==> config.mk <==
export PLATFORM = sky130hd
export DESIGN_NAME = char_mover
export DESIGN_NICKNAME = d
export VERILOG_FILES = /design/src/rtl/char_mover.sv
export SDC_FILE = /design/constraint.sdc
export NUM_CORES = 1
export LEC_CHECK = 0
export ABC_AREA = 1
export CAP_MARGIN = 10
export CORE_MARGIN = 8
export CORE_UTILIZATION = 41
export DETAILED_ROUTE_END_ITERATION = 12
export PLACE_DENSITY = 0.62
export SYNTH_ARGS = -nofsm -noshare
export SYNTH_HDL_FRONTEND = slang
export SYNTH_SLANG_ARGS = --single-unit
==> constraint.sdc <==
create_clock -name i_clk -period 2.6 [get_ports i_clk]
set_input_delay 0.52 -clock i_clk [delete_from_list [all_inputs] [get_ports i_clk]]
set_output_delay 0.52 -clock i_clk [all_outputs]
set_load 0.005 [all_outputs]
==> src/rtl/char_mover.sv <==
// ---------------------------------------------------------------------------
// char_mover -- tile-maze character movement controller.
//
// Once per video frame (i_frame_tick) the character either steps one pixel,
// or, when sitting exactly on a tile, first asks the map whether the tile
// next to it is blocked: the requested turn direction first (CHECK_TURN),
// then straight ahead (CHECK_AHEAD). A request for the opposite direction
// reverses at once, with no map query.
//
// Ports
//   i_clk, i_rst              clock, asynchronous active-high reset
//   i_frame_tick              one-cycle pulse per frame; ignored while busy
//   i_dir_valid, i_dir        direction request (0=-x 1=+x 2=-y 3=+y)
//   o_wall_req                map query valid, held until acknowledged
//   o_wall_tile_x/_y          tile being queried
//   i_wall_ack, i_wall_is_wall  map answer (is_wall valid with ack)
//   o_char_x, o_char_y        sprite top-left pixel position
//   o_dir, o_moving, o_busy   heading, advancing flag, FSM not idle
//
// Build option
//   CHAR_MOVER_PRETURN_EN     keep a pending turn request across ticks until
//                             it is taken or overwritten. Without it a request
//                             only counts on the first tick after it is made.
// ---------------------------------------------------------------------------
module char_mover #(
    parameter int unsigned START_X   = 128,
    parameter int unsigned START_Y   = 104,
    parameter logic [1:0]  START_DIR = 2'd1
) (
    input  logic       i_clk,
    input  logic       i_rst,
    input  logic       i_frame_tick,
    input  logic       i_dir_valid,
    input  logic [1:0] i_dir,
    output logic       o_wall_req,
    output logic [5:0] o_wall_tile_x,
    output logic [4:0] o_wall_tile_y,
    input  logic       i_wall_ack,
    input  logic       i_wall_is_wall,
    output logic [9:0] o_char_x,
    output logic [9:0] o_char_y,
    output logic [1:0] o_dir,
    output logic       o_moving,
    output logic       o_busy
);
    localparam logic [9:0] X_MAX  = 10'd287;
    localparam logic [9:0] Y_MAX  = 10'd223;
    localparam logic [5:0] TX_MAX = 6'd35;
    localparam logic [4:0] TY_MAX = 5'd27;

    localparam logic [1:0] DIR_NX = 2'd0;
    localparam logic [1:0] DIR_PX = 2'd1;
    localparam logic [1:0] DIR_NY = 2'd2;
    localparam logic [1:0] DIR_PY = 2'd3;

    typedef enum logic [1:0] {
        S_IDLE,
        S_CHECK_TURN,
        S_CHECK_AHEAD,
        S_MOVE
    } state_t;

    state_t     state, state_nx;
    logic [1:0] pend_dir, turn_dir, dir_nx, q_dir;
    logic       pend_vld, pend_clr, seq_end, moving_nx;
    logic       aligned, ack, opposite, entering_query;
    logic [5:0] cur_tx, q_tx;
    logic [4:0] cur_ty, q_ty;

    assign aligned  = (o_char_x[2:0] == 3'd0) && (o_char_y[2:0] == 3'd0);
    assign cur_tx   = o_char_x[8:3];
    assign cur_ty   = o_char_y[7:3];
    // An ack only means something while a query is outstanding.
    assign ack      = i_wall_ack && o_wall_req;
    assign opposite = (pend_dir == {o_dir[1], ~o_dir[0]});
    assign o_busy   = (state != S_IDLE);

    // Next state / next heading.
    always_comb begin
        state_nx  = state;
        dir_nx    = o_dir;
        moving_nx = o_moving;
        pend_clr  = 1'b0;
        seq_end   = 1'b0;
        case (state)
            S_IDLE: begin
                if (i_frame_tick) begin
                    if (pend_vld && opposite) begin
                        dir_nx    = pend_dir;
                        pend_clr  = 1'b1;
                        moving_nx = 1'b1;
                        state_nx  = S_MOVE;
                    end else if (aligned && pend_vld && (pend_dir != o_dir || !o_moving)) begin
                        // A request along the current heading still has to
                        // be checked when standing still: it starts movement.
                        state_nx = S_CHECK_TURN;
                    end else if (aligned && o_moving) begin
                        state_nx = S_CHECK_AHEAD;
                    end else if (o_moving) begin
                        state_nx = S_MOVE;
                    end else begin
                        seq_end = 1'b1;
                    end
                end
            end
            S_CHECK_TURN: begin
                if (ack) begin
                    if (!i_wall_is_wall) begin
                        dir_nx    = turn_dir;
                        pend_clr  = 1'b1;
                        moving_nx = 1'b1;
                        state_nx  = S_MOVE;
                    end else begin
                        state_nx = S_CHECK_AHEAD;
                    end
                end
            end
            S_CHECK_AHEAD: begin
                if (ack) begin
                    if (!i_wall_is_wall) begin
                        state_nx = S_MOVE;
                    end else begin
                        moving_nx = 1'b0;
                        state_nx  = S_IDLE;
                        seq_end   = 1'b1;
                    end
                end
            end
            S_MOVE: begin
                state_nx = S_IDLE;
                seq_end  = 1'b1;
            end
            default: state_nx = S_IDLE;
        endcase
`ifndef CHAR_MOVER_PRETURN_EN
        if (seq_end) pend_clr = 1'b1;
`endif
    end

    // Neighbour of the current tile in the direction about to be queried.
    assign q_dir = (state_nx == S_CHECK_TURN) ? pend_dir : o_dir;

    always_comb begin
        q_tx = cur_tx;
        q_ty = cur_ty;
        case (q_dir)
            DIR_NX: q_tx = (cur_tx == 6'd0)   ? TX_MAX : cur_tx - 6'd1;
            DIR_PX: q_tx = (cur_tx == TX_MAX) ? 6'd0   : cur_tx + 6'd1;
            DIR_NY: q_ty = (cur_ty == 5'd0)   ? TY_MAX : cur_ty - 5'd1;
            DIR_PY: q_ty = (cur_ty == TY_MAX) ? 5'd0   : cur_ty + 5'd1;
            default: ;
        endcase
    end

    // A blocked turn goes straight into the ahead query, so req stays high
    // across that boundary with the new tile loaded on the same edge.
    assign entering_query = (state_nx != state) &&
                            (state_nx == S_CHECK_TURN || state_nx == S_CHECK_AHEAD);

    always_ff @(posedge i_clk or posedge i_rst) begin
        if (i_rst) begin
            state         <= S_IDLE;
            o_char_x      <= 10'(START_X);
            o_char_y      <= 10'(START_Y);
            o_dir         <= START_DIR;
            o_moving      <= 1'b0;
            pend_dir      <= 2'd0;
            pend_vld      <= 1'b0;
            turn_dir      <= 2'd0;
            o_wall_req    <= 1'b0;
            o_wall_tile_x <= 6'd0;
            o_wall_tile_y <= 5'd0;
        end else begin
            state    <= state_nx;
            o_dir    <= dir_nx;
            o_moving <= moving_nx;

            // A fresh strobe beats a clear in the same cycle.
            if (i_dir_valid) begin
                pend_dir <= i_dir;
                pend_vld <= 1'b1;
            end else if (pend_clr) begin
                pend_vld <= 1'b0;
            end

            // Freeze the direction that was actually checked; a strobe during
            // the wait must not be adopted unchecked.
            if (state_nx == S_CHECK_TURN && state != S_CHECK_TURN)
                turn_dir <= pend_dir;

            o_wall_req <= (state_nx == S_CHECK_TURN) || (state_nx == S_CHECK_AHEAD);
            if (entering_query) begin
                o_wall_tile_x <= q_tx;
                o_wall_tile_y <= q_ty;
            end

            if (state == S_MOVE) begin
                case (o_dir)
                    DIR_NX: o_char_x <= (o_char_x == 10'd0) ? X_MAX : o_char_x - 10'd1;
                    DIR_PX: o_char_x <= (o_char_x == X_MAX) ? 10'd0 : o_char_x + 10'd1;
                    DIR_NY: o_char_y <= (o_char_y == 10'd0) ? Y_MAX : o_char_y - 10'd1;
                    DIR_PY: o_char_y <= (o_char_y == Y_MAX) ? 10'd0 : o_char_y + 10'd1;
                    default: ;
                endcase
            end
        end
    end
endmodule

==> run metrics <==
sequential fraction of the synthesis area 31.40%; most frequent cells in the layout 97 x nand2_1, 43 x nand3_1, 43 x clkdlybuf4s50_1; CP required 2.84 ns; CTS H-tree lvls 2; top cells by area, synth dfrtp_1 27%, nand2_1 11%, nand3_1 6.7%, xor2_1 6.5%, o21ai_0 5.4%; Hold Path Class flip-flop to flip-flop; HPWL after DPL 6.977 mm; Placed Cells 633; Max transition margin 62.60%; GRT overflow 0; met2 GRT Util 26.07%; share of cells above drive strength 1 20.66%; Core Box Area 8093 µm²; unrepaired setup endpoints after global routing true; area fraction of the dominant cell type after synthesis 27.50%; Fmax achieved 402.5 MHz; CTS buffer count 5; io pins 44; clock buffer depth 2; largest net degree at the start of global routing 43; clock latency on the worst-skew pair 0.30 ns; fin cells 647; Critical Path Sink Type flip-flop; Yosys top cell by area dfrtp_1; syn_area_per_cell 7.210 µm²; Post-Syn Instances 467; Area Overhead vs Synth 26.27%; Avg Vias per Cell 5.145; Final Net Count 560; synth warn 0; 1st-iter DRT viols 166; Synth Cell Area 3367 µm²; RD Place Congestion 0.9313; Syn Nets 486; WL final 9.058 mm; Die W 106.6 µm; status completed; Setup WS post-layout 0.1156 ns; Worst EP arrival 2.73 ns; Final min period 2.484 ns; met3 Use GR 3.179%; crit path max fanout 5; post-synth cell types 40; vias 3,329; ant diodes 0; CTS tree built; kind of critical path flip-flop to flip-flop; Worst Tran Pin Value 0.5610 ns; worst-path cell chain inv_2 -> ha_1 -> inv_1 -> nor2_4 -> nand2_4 -> o21ai_2 -> nand3_2 -> nand2_2 -> inv_2 -> ha_4 -> buf_4 -> o21ai_4 -> inv_6 -> nor2_4 -> inv_2 -> nor2_4 -> nand3_1 -> o211ai_1 -> nand3_1 -> nand2_1; placed inst area 4064 µm²; Detail Route Antenna Nets 0; CP peak stage delay 0.40 ns; pwr/cell area 1488 nW/µm²; CTS Sinks 42; drt drc 0; Worst IR Drop VDD 0.6331 mV; first-pass detailed-route iteration total 4; Max Slew Vio Count 0; #FFs+latches synth 42; post-route cell area 4252 µm²; layer with the highest usage met2; Tot GR Track Use 16.38%; DIE HEIGHT 106.6 µm; commonest non-fill, non-tap cell in the layout nand2_1; CTS Root Cell clkbuf_8; Critical-path top delay cell dfrtp_1; first-pass GRT wire length 15.44 mm; max cap viols 0; Critical Path Source Type flip-flop; Die Footprint 11,370 µm²; Clock Skew 0.008401 ns; Hold WS 0.4833 ns; DR WL/cell 14.00 µm; total power 6.328 mW; Leak 1.929 nW; row count 33; Hold Vio Cnt, Final 0; fin crit share 95.55%; Port Buf Inserts 43; Setup Slack @ Placement -0.2893 ns; GR Layer Usage met1 22.20%; initial core utilization 41.60%; initial antenna violation count 0; number of global-route vias before repair 3,166; final setup violation count 0; Clock Pin Slew Worst Setup and Hold Paths 0.09 ns; hold buffers post-CTS 0
-- cells by family after synthesis --
| group | Yosys count | share of synthesized area (%) |
|---|---|---|
| AO/OA/AOI/OAI | 88 | 16.57 |
| XOR/XNOR | 25 | 6.503 |
| adder cells (fa/ha/maj) | 11 | 4.088 |
| buffers and inverters | 68 | 9.067 |
| flip-flops | 42 | 31.40 |
| AND/OR/NAND/NOR | 233 | 32.37 |
-- area by class of cell --
| type | count | area [µm²] |
|---|---|---|
| multi-input cells | 357 | 2053 |
| clock buffers | 8 | 90.09 |
| flip-flops and latches | 42 | 1057 |
| inverters | 57 | 222.7 |
| repair buffers | 78 | 696.9 |
| fillers | 825 | 3841 |
| well taps | 105 | 131.4 |
-- cell usage after synthesis --
cell type  instances
a21oi_1           15
a22oi_1            5
a31oi_4            1
a32oi_1            1
and3_1             1
buf_2              3
buf_4              2
buf_6              4
clkbuf_1           2
clkinv_1           1
clkinv_2           1
dfrtp_1           37
dfstp_2            5
ha_1              11
inv_1             40
inv_2             13
inv_4              1
inv_6              1
nand2_1           97
nand2_2           18
nand2_4            2
nand3_1           45
nand3_2            3
nand3b_1           1
nand4_1            5
nor2_1            40
nor2_2             6
nor2_4             4
nor3_1             9
o211ai_1          14
o21a_1             1
o21ai_0           36
o21ai_1            3
o21ai_2            1
o21ai_4            2
o21bai_1           2
o221ai_1           3
o22ai_1            4
or2_2              2
xor2_1            25
-- flip-flops by register name (all words and copies together) (netlist names) --
| signal | count |
|---|---|
| o_wall_req | 1 |
| turn_dir | 2 |
| o_wall_tile_x | 6 |
| o_wall_tile_y | 5 |
| o_moving | 1 |
| o_dir | 2 |
| o_char_x | 10 |
| state | 2 |
| pend_vld | 1 |
| o_char_y | 10 |
| pend_dir | 2 |
-- stage by stage --
step	util, %	TNS, ns
floorplan	-	0
global placement	50.22	-1.974
detailed placement	50.22	-2.738
CTS	51.45	0
global route	52.54	-0.2506
finish	52.54	0
-- critical path: cells and delay by family, from the launching register on --
kind,cells,cell delay [ns]
AO/OA/AOI/OAI,3,0.46
adder cells (fa/ha/maj),2,0.30
buffers and inverters,6,0.46
flip-flops,1,0.40
AND/OR/NAND/NOR,9,0.83
-- final timing paths --
check	startpoint	end	slack, ns	cells after the start
setup / recovery	o_char_x[0]$_DFFE_PP0P_	o_wall_tile_x[2]$_DFFE_PP0P_	0.12	20
setup reg to reg	o_char_x[0]$_DFFE_PP0P_	o_wall_tile_x[2]$_DFFE_PP0P_	0.12	20
hold reg to reg	o_wall_tile_x[4]$_DFFE_PP0P_	o_wall_tile_x[4]$_DFFE_PP0P_	0.48	2
max in group asynchronous	i_rst	o_char_y[3]$_DFFE_PP1P_	1.55	3
min in group asynchronous	i_rst	o_wall_tile_y[1]$_DFFE_PP0P_	0.67	3
hold / removal	o_wall_tile_x[4]$_DFFE_PP0P_	o_wall_tile_x[4]$_DFFE_PP0P_	0.48	2
-- metal layers --
metal	share of wire (%)	vias up	wire [µm]
met1	48	1529	4380
met4	0.67	0	61
met5	0	-	0
li1	-	1699	-
met3	5.7	6	515
met2	45	95	4100
-- power by group --
group / switching [mW] / total, mW / internal, mW
registers: 0.361 / 1.35 / 0.994
logic: 2.53 / 4.52 / 1.99
clock network: 0.236 / 0.453 / 0.217
-- repair_timing --
item / CTS / global route
gates resized for setup: 1 / 16
pin swaps: 1 / 10
cloned: 0 / 0
endpoints found under the hold margin: 0 / 0
setup endpoints to repair: 3 / 11
setup buffers: 1 / 5
(Power assumes the default switching activity.)
